$ cat src/rtl/ecg_pkg.sv
// Shared types and constants for the ADC-sample-to-UART path.
// Latency: n/a (declarations only).
// Backpressure: n/a.
package ecg_pkg;

    // UART transmitter states, 2-bit encoding.
    typedef enum logic [1:0] {
        ST_IDLE  = 2'd0,
        ST_START = 2'd1,
        ST_DATA  = 2'd2,
        ST_STOP  = 2'd3
    } uart_state_e;

    // Default upper nibble of the first byte; lets the host find frame alignment.
    localparam logic [3:0] SYNC_NIBBLE_DEF = 4'hA;

    // Bytes per sample frame on the wire.
    localparam int FRAME_BYTES = 2;

    // Sample width delivered by the ADC core.
    localparam int SAMPLE_W = 12;

    // Byte sel=0 carries the sync nibble plus the sample MSBs, byte sel=1 the low byte.
    function automatic logic [7:0] frame_byte(input logic [3:0]          sync,
                                              input logic [SAMPLE_W-1:0] s,
                                              input logic                sel);
        return sel ? s[7:0] : {sync, s[11:8]};
    endfunction

endpackage

$ cat src/rtl/sample_fifo.sv
// Synchronous show-ahead FIFO for ADC samples, depth 2**AW.
// Latency: write visible on rd_data the cycle after wr_en; rd_data valid in the same cycle as rd_en.
// Backpressure: writes on full are ignored unless a read happens in the same cycle.
module sample_fifo #(
    parameter int W  = 12,
    parameter int AW = 3
) (
    input  logic         clk,
    input  logic         rst_n,
    input  logic         wr_en,
    input  logic [W-1:0] wr_data,
    input  logic         rd_en,
    output logic [W-1:0] rd_data,
    output logic         full,
    output logic         empty
);
    localparam int DEPTH = 1 << AW;

    logic [W-1:0]  mem_q [DEPTH];
    logic [AW-1:0] wr_ptr_q;
    logic [AW-1:0] rd_ptr_q;
    logic [AW:0]   cnt_q;
    logic          do_wr;
    logic          do_rd;

    assign full    = (cnt_q == (AW+1)'(DEPTH));
    assign empty   = (cnt_q == '0);
    assign rd_data = mem_q[rd_ptr_q];
    assign do_rd   = rd_en & ~empty;
    // A read in the same cycle frees the slot, so a full FIFO still takes the write.
    assign do_wr   = wr_en & (~full | do_rd);

    // Storage array: data only, no reset needed.
    always_ff @(posedge clk) begin
        if (do_wr) begin
            mem_q[wr_ptr_q] <= wr_data;
        end
    end

    // Pointers wrap naturally at AW bits; count tracks occupancy.
    always_ff @(posedge clk or negedge rst_n) begin
        if (!rst_n) begin
            wr_ptr_q <= '0;
            rd_ptr_q <= '0;
            cnt_q    <= '0;
        end else begin
            if (do_wr) wr_ptr_q <= wr_ptr_q + 1'b1;
            if (do_rd) rd_ptr_q <= rd_ptr_q + 1'b1;
            case ({do_wr, do_rd})
                2'b10:   cnt_q <= cnt_q + 1'b1;
                2'b01:   cnt_q <= cnt_q - 1'b1;
                default: cnt_q <= cnt_q;
            endcase
        end
    end

endmodule

$ cat src/rtl/adc_sample_uart_tx.sv
// Captures each new 12-bit ADC sample on dv rising edge and sends it as a 2-byte 8N1 UART frame.
// Latency: push at edge N -> pop at N+1 -> tx start bit from edge N+2; 20 bit-times per sample.
// Backpressure: none upstream; samples arriving with the FIFO full are dropped and flagged in overflow.
module adc_sample_uart_tx
    import ecg_pkg::*;
#(
    parameter int         CLKS_PER_BIT = 868,
    parameter int         FIFO_AW      = 3,
    parameter logic [3:0] SYNC_NIBBLE  = SYNC_NIBBLE_DEF
) (
    input  logic                clk,
    input  logic                rst_n,
    input  logic [SAMPLE_W-1:0] data,
    input  logic                dv,
    output logic                tx,
    output logic                busy,
    output logic                overflow
);
    localparam int CW = (CLKS_PER_BIT > 1) ? $clog2(CLKS_PER_BIT) : 1;
    localparam logic [CW-1:0] BAUD_LAST = CW'(CLKS_PER_BIT - 1);

    uart_state_e         state_q, state_d;
    logic [CW-1:0]       baud_q, baud_d;
    logic [2:0]          bit_q, bit_d;
    logic [7:0]          shreg_q, shreg_d;
    logic [7:0]          lo_byte_q, lo_byte_d;
    logic                byte_sel_q, byte_sel_d;
    logic                tx_q, tx_d;
    logic                busy_q;
    logic                overflow_q;
    logic                dv_d_q;

    logic                push;
    logic                pop;
    logic                fifo_full;
    logic                fifo_empty;
    logic [SAMPLE_W-1:0] fifo_rd_data;
    logic                baud_done;

    // One push per dv rising edge; a held level never pushes again.
    assign push      = dv & ~dv_d_q;
    assign baud_done = (baud_q == BAUD_LAST);

    sample_fifo #(
        .W  (SAMPLE_W),
        .AW (FIFO_AW)
    ) u_fifo (
        .clk     (clk),
        .rst_n   (rst_n),
        .wr_en   (push),
        .wr_data (data),
        .rd_en   (pop),
        .rd_data (fifo_rd_data),
        .full    (fifo_full),
        .empty   (fifo_empty)
    );

    // Edge-detect history, sticky drop flag, and registered status outputs.
    always_ff @(posedge clk or negedge rst_n) begin
        if (!rst_n) begin
            dv_d_q     <= 1'b0;
            overflow_q <= 1'b0;
            busy_q     <= 1'b0;
        end else begin
            dv_d_q <= dv;
            if (push && fifo_full && !pop) begin
                overflow_q <= 1'b1;
            end
            busy_q <= (state_q != ST_IDLE) | ~fifo_empty;
        end
    end

    // UART state, counters, shift register; tx is registered so reset forces idle-high at once.
    always_ff @(posedge clk or negedge rst_n) begin
        if (!rst_n) begin
            state_q    <= ST_IDLE;
            baud_q     <= '0;
            bit_q      <= '0;
            shreg_q    <= '0;
            lo_byte_q  <= '0;
            byte_sel_q <= 1'b0;
            tx_q       <= 1'b1;
        end else begin
            state_q    <= state_d;
            baud_q     <= baud_d;
            bit_q      <= bit_d;
            shreg_q    <= shreg_d;
            lo_byte_q  <= lo_byte_d;
            byte_sel_q <= byte_sel_d;
            tx_q       <= tx_d;
        end
    end

    // Next-state logic: each state lasts CLKS_PER_BIT cycles; byte1 follows byte0 with no idle gap.
    always_comb begin
        state_d    = state_q;
        baud_d     = baud_q + 1'b1;
        bit_d      = bit_q;
        shreg_d    = shreg_q;
        lo_byte_d  = lo_byte_q;
        byte_sel_d = byte_sel_q;
        tx_d       = 1'b1;
        pop        = 1'b0;
        case (state_q)
            ST_IDLE: begin
                tx_d   = 1'b1;
                baud_d = '0;
                bit_d  = '0;
                if (!fifo_empty) begin
                    pop        = 1'b1;
                    shreg_d    = frame_byte(SYNC_NIBBLE, fifo_rd_data, 1'b0);
                    lo_byte_d  = fifo_rd_data[7:0];
                    byte_sel_d = 1'b0;
                    state_d    = ST_START;
                end
            end
            ST_START: begin
                tx_d = 1'b0;
                if (baud_done) begin
                    baud_d  = '0;
                    bit_d   = '0;
                    state_d = ST_DATA;
                end
            end
            ST_DATA: begin
                tx_d = shreg_q[0];
                if (baud_done) begin
                    baud_d  = '0;
                    shreg_d = {1'b0, shreg_q[7:1]};
                    if (bit_q == 3'd7) begin
                        state_d = ST_STOP;
                    end else begin
                        bit_d = bit_q + 3'd1;
                    end
                end
            end
            ST_STOP: begin
                tx_d = 1'b1;
                if (baud_done) begin
                    baud_d = '0;
                    if (byte_sel_q != 1'(FRAME_BYTES - 1)) begin
                        byte_sel_d = 1'b1;
                        shreg_d    = lo_byte_q;
                        state_d    = ST_START;
                    end else begin
                        state_d = ST_IDLE;
                    end
                end
            end
            default: begin
                state_d = ST_IDLE;
            end
        endcase
    end

    assign tx       = tx_q;
    assign busy     = busy_q;
    assign overflow = overflow_q;

endmodule
$ cat config.mk
export PLATFORM = sky130hd
export DESIGN_NAME = adc_sample_uart_tx
export DESIGN_NICKNAME = d
export VERILOG_FILES = /design/src/rtl/ecg_pkg.sv /design/src/rtl/sample_fifo.sv /design/src/rtl/adc_sample_uart_tx.sv
export SDC_FILE = /design/constraint.sdc
export NUM_CORES = 1
export LEC_CHECK = 0
export BUFFER_PORTS_ARGS = -buffer_cell sky130_fd_sc_hd__buf_2
export CELL_PAD_IN_SITES_DETAIL_PLACEMENT = 1
export CELL_PAD_IN_SITES_GLOBAL_PLACEMENT = 1
export CORE_AREA = 2 2 134 136
export CTS_CLUSTER_DIAMETER = 150
export CTS_CLUSTER_SIZE = 16
export DETAILED_ROUTE_END_ITERATION = 16
export DIE_AREA = 0 0 136 138
export GPL_ROUTABILITY_DRIVEN = 0
export PLACE_DENSITY_LB_ADDON = 0.1
export SLEW_MARGIN = 25
export SYNTH_ARGS = -nofsm -noshare
export SYNTH_HDL_FRONTEND = slang
export SYNTH_SLANG_ARGS = --single-unit
$ cat constraint.sdc
create_clock -name clk -period 3.8 [get_ports clk]
set_input_delay 0.76 -clock clk [delete_from_list [all_inputs] [get_ports clk]]
set_output_delay 0.76 -clock clk [all_outputs]
set_load 0.02 [all_outputs]
======== After elaboration in Yosys (flattened, before gate mapping) ========
Memory sizes are Yosys's and may differ from the RTL's.
Index checks and enable logic that the tools add are counted.
storage, ports and cells
  logic and storage cells ................. 87
  RAM bits ................................ 96
  memory bits (read-only) ................. 0
  register bits ........................... 46
  output and inout bits ................... 3
  memories ................................ 1
  bits in latches ......................... 0
memories
  name          depth  bits a word  read ports  clocked after Yosys merged registers in  wr ports  RTL line           source
  u_fifo.mem_q  8      12           1           0                                        1         sample_fifo.sv:19  logic [W-1:0] mem_q [DEPTH];
cells by class
  shifts and indexed selects .............. 0
  add/subtract/negate cells ............... 6
  divide/modulo/power cells ............... 0
  bitwise operators ....................... 8
  multiplexer cells ....................... 27
  magnitude comparators ................... 0
  reductions and logical operators ........ 17
  multipliers ............................. 0
  eq/ne operators ......................... 15
operator list
  cell                   count
  $mux 8                 4
  $pmux 8 s3             1
  $pmux 10 s2            1
  $ne 2x2->1 const B     7
  $add 10x1->10 const B  1
  $eq 10x10->1 const B   1
  $mux 10                1
  $mux 2                 5
  $reduce_and 5->1       2
  $add 3x1->3 const B    3
  $mux 3                 3
  $pmux 3 s3             1
  $pmux 2 s4             1
  $pmux 4 s2             1
  $mux 1                 7
  $eq 2x2->1 const B     3
  $reduce_bool 2->1      3
  $reduce_bool 3->1      2
  $add 4x1->4 const B    1
  $eq 2x1->1 const B     2
  $eq 4x4->1 const B     1
  $logic_not 4->1        1
  $reduce_and 4->1       1
  $sub 4x1->4 const B    1
  other kinds (13)       19

======== Depth between registers and ports, before layout ========
Gate-level depths: netlist of the first run.
  depth in word-level cells ............... 8
  mapped depth ............................ 9
  depth with buffers taken out ............ 9

======== Modules after synthesis ========
From an unflattened synthesis of the first run, not the netlist that was laid out.
second synthesis, totals
  cells, all modules ...................... 388
  area total of the unflattened synthesis .. 6125.9 µm²
by module, submodules not included
  module              sequential area each (µm²)  cells each  times used  area an instance (µm²)
  sample_fifo         3133.0                      224         1           4327.9
  adc_sample_uart_tx  902.1                       164         1           1798.0

======== Worst setup path before layout of the first run ========
OpenSTA, ideal clock, no wires.
  path kind ............................... input -> register
  start point ............................. input dv
  end point ............................... memory u_fifo.mem_q[4][0] (enable)
  arrival ................................. 2.478 ns
  required time ........................... 3.383 ns
  stages on the path ...................... 3
  path buffers ............................ 0
  setup time .............................. 0.417 ns
  setup slack ............................. 0.904 ns
  cells stage by stage .................... nor2b_1 > o21ai_0 > nor4b_1
between the ends
  cells in the longest elaborated chain, start to end .. 4
ends and longest elaborated chain
  element                       RTL line                  source
  start, declared               adc_sample_uart_tx.sv:14  input logic dv,
  $and 1x1->1                   adc_sample_uart_tx.sv:41  assign push = dv & ~dv_d_q;
  $and 1x1->1                   sample_fifo.sv:31         assign do_wr = wr_en & (~full | do_rd);
  $mux 1                        sample_fifo.sv:35         if (do_wr) begin
  $mux 1 (not written as such)  sample_fifo.sv:36         mem_q[wr_ptr_q] <= wr_data;
  end, declared                 sample_fifo.sv:19
No other way between the ends.

======== Final worst setup path of the first run ========
  start point ............................. register state_q[0]
  end point ............................... memory u_fifo.mem_q[3][8] (enable)
between the ends
  cells in the longest elaborated chain, start to end .. 7
ends and longest elaborated chain
  element                       RTL line                   source
  start, declared               adc_sample_uart_tx.sv:22   uart_state_e state_q, state_d;
  start signal, assigned        adc_sample_uart_tx.sv:84   state_q <= state_d;
  $logic_not 2->1               adc_sample_uart_tx.sv:104  case (state_q)
  $mux 1                        adc_sample_uart_tx.sv:104
  $and 1x1->1                   sample_fifo.sv:29          assign do_rd = rd_en & ~empty;
  $or 1x1->1                    sample_fifo.sv:31
  $and 1x1->1                   sample_fifo.sv:31
  $mux 1                        sample_fifo.sv:35
  $mux 1 (not written as such)  sample_fifo.sv:36
No other way between the ends.

==> results.yml, run 1 <==
timing:
  max_slew.worst_pin.slew_ps: 724
  whs_ps: 315
  timing.fmax_mhz: 397
  final.period_utilization: 0.662
  min_period_ps: 2520
  finalMaxSlewViolations: 0
  finalClockSkew_ps: 8.52
  setup-violations-final: 0
  rsz0062_at_grt: "false"
  tns_ps: 0
  hold_viol_final: 0
  slew_headroom: 0.517
cts:
  cts_setup_buffers: 0
  clkSinkCount: 142
  cts_root_buf: "clkbuf_16"
  ctsLongestPathBuffers: 2
  cts_tree: "built"
  clock_latency_ps: 420
  htreeDepth: 4
  cts_resized: 0
  clkTransAtPathRegs_ps: 60
  ctsHoldBuffers: 0
  cts_buffers: 17
floorplan:
  die_h_um: 138
  num_rows: 49
  initial_core_util: 0.339
  floorplan.io_pins: 18
  die_w_um: 136
  core-area_um2: 17500
  die_area_um2: 18800
worst_setup_path:
  critPathLaunch: "state_q[0]"
  cp_slowest_cell: "dfrtp_1"
  ff2ff_path_depth: 7
  slowest_delay_ps: 440
  timing.rr.end: "u_fifo.mem_q[3][8]"
  crit_required_ps: 3910
  r2r-start: "state_q[0]"
  reg2reg_slack_ps: 1280
  start_kind: "flop"
  path_common_cell: "inv_1"
  worst_ep_arrival_time_ps: 2630
  worstPathCellList: "inv_1 > ha_1 > inv_1 > a31oi_2 > nand2_1 > nor3b_2 > buf_4"
  endpoint: "u_fifo.mem_q[3][8]"
  end_kind: "flop"
  path_class: "flop to flop"
  worst-path-max-fanout: 12
finish:
  diodes: 0
  area_growth_pct: 17.0
  final_nets: 418
  fin_area_um2: 6950
  utilization: 0.397
  drive_above_1_share: 0.274
global_routing:
  grt_pass1_wl_um: 19900
  first_global_vias: 3331
  grt_start_max_net_pins: 27
  overflow: 0
  antenna_found_initial: 0
  groute.usage.overall: 0.145
power:
  pwr-share-comb: 0.293
  power_leakage_nw: 2.60
  p_clk_frac: 0.302
  peakVddDrop_uv: 329
  p_sw_frac: 0.325
  p_total_mw: 5.48
  powerDensity_nw_per_um2: 788
  seqPwrFrac: 0.404
  intPower_mw: 3.70
  p_switching_mw: 1.78
route:
  dr.pass1.iters: 4
  drt-total-wl_um: 12300
  routedWlPerCell_um: 19.4
  drc: 0
  detail_route.iter0.violations: 184
  antenna_left: 0
  vias: 3119
  via_per_inst: 4.92
synth:
  syn-cell-area_um2: 5950
  synth.distinct_cells: 53
  syn-num-nets: 386
  synthArstFlopShare: 0.324
  synth_seq_cells: 142
  synthTopCellsByCount: "edfxtp_1, dfrtp_1, nand2_1, mux4_2, nor2_1"
  yosysSeqAreaShare: 0.679
  synth_ff_type: "edfxtp_1"
  synth_edf_count: 96
  synth_top_area_cell: "edfxtp_1"
  synth_area_leaders: "edfxtp_1, dfrtp_1, mux4_2"
  synthCells: 360
  post-synth-top-count-cell: "edfxtp_1"
  avgSynthCellArea_um2: 16.5
  synth_top_area_share: 0.485
  ys.warnings.count: 0
placed_design:
  placed_area_um2: 6370
  place_hpwl_um: 7810
  port_buffers: 17
job:
  maxCapViolations: 0
min_path:
  hold_class: "input pin to asynchronous set/reset pin"
run_status:
  status: "complete, no violations"
worst max-delay path, delay by kind of cell, from the launching register on:
family,cells,cell delay (ps)
buffers and inverters,3,520
flip-flops,1,440
AND/OR/NAND/NOR,2,440
AO/OA/AOI/OAI,1,430
adder cells (fa/ha/maj),1,360
final cells by class:
cell class / count / area [um^2]
clock buffers: 18 / 429
flip-flops and latches: 142 / 4040
clock inverters: 14 / 158
multi-input cells: 191 / 1830
well taps: 229 / 287
fillers: 1780 / 10600
inverters: 10 / 37.5
repair buffers: 30 / 183
worst min-delay path by stage:
stage	start	end	slack [ps]
finish	rst_n	baud_q[9]	320
global route	rst_n	baud_q[7]	350
CTS	rst_n	baud_q[7]	320
detailed placement	overflow	overflow	450
global placement	lo_byte_q[2]	lo_byte_q[2]	470
floorplan	baud_q[0]	baud_q[0]	450
cells in the final DEF (no fill, tap or decap), types with 3 or more instances in the layout:
cell / count
nor2b_1: 3
mux2i_1: 12
nor2_1: 17
nand3_1: 8
a222oi_1: 4
a21oi_1: 8
mux2_4: 7
nor3_1: 3
ha_1: 11
edfxtp_1: 96
nand2_1: 29
dfrtp_1: 45
clkbuf_16: 17
xor2_1: 9
buf_4: 13
inv_1: 10
inv_6: 5
o21ai_0: 11
xnor2_1: 6
buf_2: 17
mux4_2: 24
nor3_2: 3
metrics by stage:
stage	cells	setup WS, ps
2_1_floorplan	360	904
3_3_place_gp	602	1420
5_1_grt	634	1100
4_1_cts	634	1280
3_5_place_dp	602	1310
6_report	634	1280
cells by family after synthesis:
kind of cell,after synthesis,share of synthesized area
AOI/OAI and AO/OA,36,0.0461
and+or+nand+nor,83,0.0730
DFF,142,0.679
adders and majority gates,11,0.0231
xor gates and xnor gates,15,0.0221
muxes,46,0.134
buffers and inverters,27,0.0225
per-layer routing:
metal | vias up | share of wire | wire (um) | GRT usage
li1 | 1446 | - | - | -
met5 | - | 0 | 0 | 0
met4 | 0 | 0.011 | 140 | 0.0444
met3 | 12 | 0.028 | 343 | 0.0455
met2 | 34 | 0.49 | 5990 | 0.225
met1 | 1627 | 0.47 | 5840 | 0.196
power groups by stage:
stage / clock network, mW / registers [mW] / logic (mW)
finish: 1.66 / 2.22 / 1.61
global placement: 0 / 2.24 / 1.62
global route: 1.78 / 2.26 / 1.80
floorplan: 0 / 2.09 / 1.34
CTS: 1.71 / 2.22 / 1.66
detailed placement: 0 / 2.25 / 1.66
sequential cells by signal (all words and copies together) (netlist names):
register / cells
u_fifo.cnt_q: 4
state_q: 2
byte_sel_q: 1
u_fifo.rd_ptr_q: 3
bit_q: 3
baud_q: 10
lo_byte_q: 8
dv_d_q: 1
tx: 1
u_fifo.mem_q: 96
overflow: 1
shreg_q: 8
u_fifo.wr_ptr_q: 3
busy: 1
Note: power is estimated with default switching activity, not from simulation.
==> run 2: changes to the inputs <==
==> constraint.sdc (replaced) <==
create_clock -name clk -period 2.4 [get_ports clk]
set_input_delay 0.48 -clock clk [delete_from_list [all_inputs] [get_ports clk]]
set_output_delay 0.48 -clock clk [all_outputs]
set_load 0.02 [all_outputs]
==> results.yml, run 2 (synthesis gave the netlist of run 1 again) <==
run_status:
  status: "complete, no violations"
power:
  p_clk_frac: 0.287
  powerDensity_nw_per_um2: 1240
  p_total_mw: 8.76
  seqPwrFrac: 0.387
  power_leakage_nw: 2.66
  p_sw_frac: 0.331
  peakVddDrop_uv: 515
  pwr-share-comb: 0.327
  intPower_mw: 5.87
  p_switching_mw: 2.90
floorplan:
  floorplan.io_pins: 18
  die_h_um: 138
  die_area_um2: 18800
  core-area_um2: 17500
  num_rows: 49
  initial_core_util: 0.339
  die_w_um: 136
finish:
  area_growth_pct: 18.5
  fillers: 1770
  top_register: "u_fifo.mem_q"
  fin_area_um2: 7050
  layoutNonFillerInstCount: 646
  final_nets: 430
  mostFrequentLayoutCells: "edfxtp_1, dfrtp_1, nand2_1, mux4_2, buf_4"
  largest_register_ffs: 96
  diodes: 0
  final_common_cell: "edfxtp_1"
  drive_above_1_share: 0.295
  reg_top3: "u_fifo.mem_q (96), baud_q (10)"
route:
  via_per_inst: 4.94
  routedWlPerCell_um: 19.8
  drt-total-wl_um: 12800
  detail_route.iter0.violations: 168
  antenna_left: 0
  drc: 0
  dr.pass1.iters: 6
  vias: 3193
timing:
  setup-violations-final: 0
  slew_headroom: 0.521
  final.period_utilization: 0.911
  rsz0062_at_grt: "false"
  max_slew.worst_pin.slew_ps: 718
  tns_ps: 0
  min_period_ps: 2190
  finalClockSkew_ps: 7.91
  hold_viol_final: 0
  timing.fmax_mhz: 457
  finalMaxSlewViolations: 0
worst_setup_path:
  timing.rr.end: "u_fifo.mem_q[3][8]"
  critPathLaunch: "state_q[0]"
  start_kind: "flop"
  ff2ff_path_depth: 7
  crit_required_ps: 2510
  reg2reg_slack_ps: 210
  worst_ep_arrival_time_ps: 2300
  worst-path-max-fanout: 12
  r2r-start: "state_q[0]"
  path_class: "flop to flop"
  end_kind: "flop"
cts:
  cts_tree: "built"
  clkSinkCount: 142
  cts_resized: 0
  htreeDepth: 4
  cts_root_buf: "clkbuf_16"
  cts_setup_buffers: 0
  ctsLongestPathBuffers: 2
  ctsHoldBuffers: 0
  clkTransAtPathRegs_ps: 60
  clock_latency_ps: 420
  cts_buffers: 17
global_routing:
  grt_pass1_wl_um: 20500
  overflow: 0
  first_global_vias: 3488
  antenna_found_initial: 0
  grt_start_max_net_pins: 29
  groute.usage.overall: 0.149
min_path:
  hold_class: "input pin to asynchronous set/reset pin"
placed_design:
  placed_area_um2: 6480
  place_hpwl_um: 8540
  dp_cells: 614
  port_buffers: 17
job:
  maxCapViolations: 0
run 2: through the flow:
stage | hold slack [ps] | setup slack, ps | utilization
6_report | 108 | 213 | 0.402
5_1_grt | 147 | 66.6 | 0.402
4_1_cts | 129 | 122 | 0.402
3_5_place_dp | 473 | 141 | 0.370
3_3_place_gp | 476 | 215 | 0.370
2_1_floorplan | 184 | -324 | -
run 2: critical path, stage by stage (launching register included):
cell	delay (ps)
dfrtp_1	440
inv_1	160
ha_2	290
inv_1	100
a31oi_2	220
nand2_1	180
nor3b_2	210
buf_4	260
run 2: area by class of cell:
class	count	area, um^2	share of cell area
Clock inverter	15	135	0.0192
Clock buffer	17	425	0.0604
Inverter	10	37.5	0.00533
Tap cell	229	287	0.0407
Sequential cell	142	4040	0.573
Multi-Input combinational cell	191	1830	0.259
Timing Repair Buffer	42	298	0.0423
run 2: power groups by stage:
stage	Sequential [mW]	Clock, mW	Combinational (mW)
final	3.39	2.51	2.86
after detailed placement	3.44	0	2.92
after global placement	3.42	0	2.85
after CTS	3.40	2.58	2.92
after global routing	3.45	2.70	3.18
after floorplan	3.31	0	2.13
run 2: worst max-delay path by stage:
stage                                endpoint  slack (ps)  depth (start not counted)
after floorplan            u_fifo.mem_q[3][0]        -320                          6
after global placement     u_fifo.mem_q[2][4]         210                          8
after detailed placement   u_fifo.mem_q[3][4]         140                          7
after CTS                 u_fifo.mem_q[2][11]         120                          8
after global routing       u_fifo.mem_q[2][8]          70                          8
final                      u_fifo.mem_q[3][8]         210                          7
run 2: metal layers:
metal	GRT usage	wire, um
met4	0.0499	195
met5	0	0
met2	0.245	6570
met3	0.0429	415
met1	0.189	5610
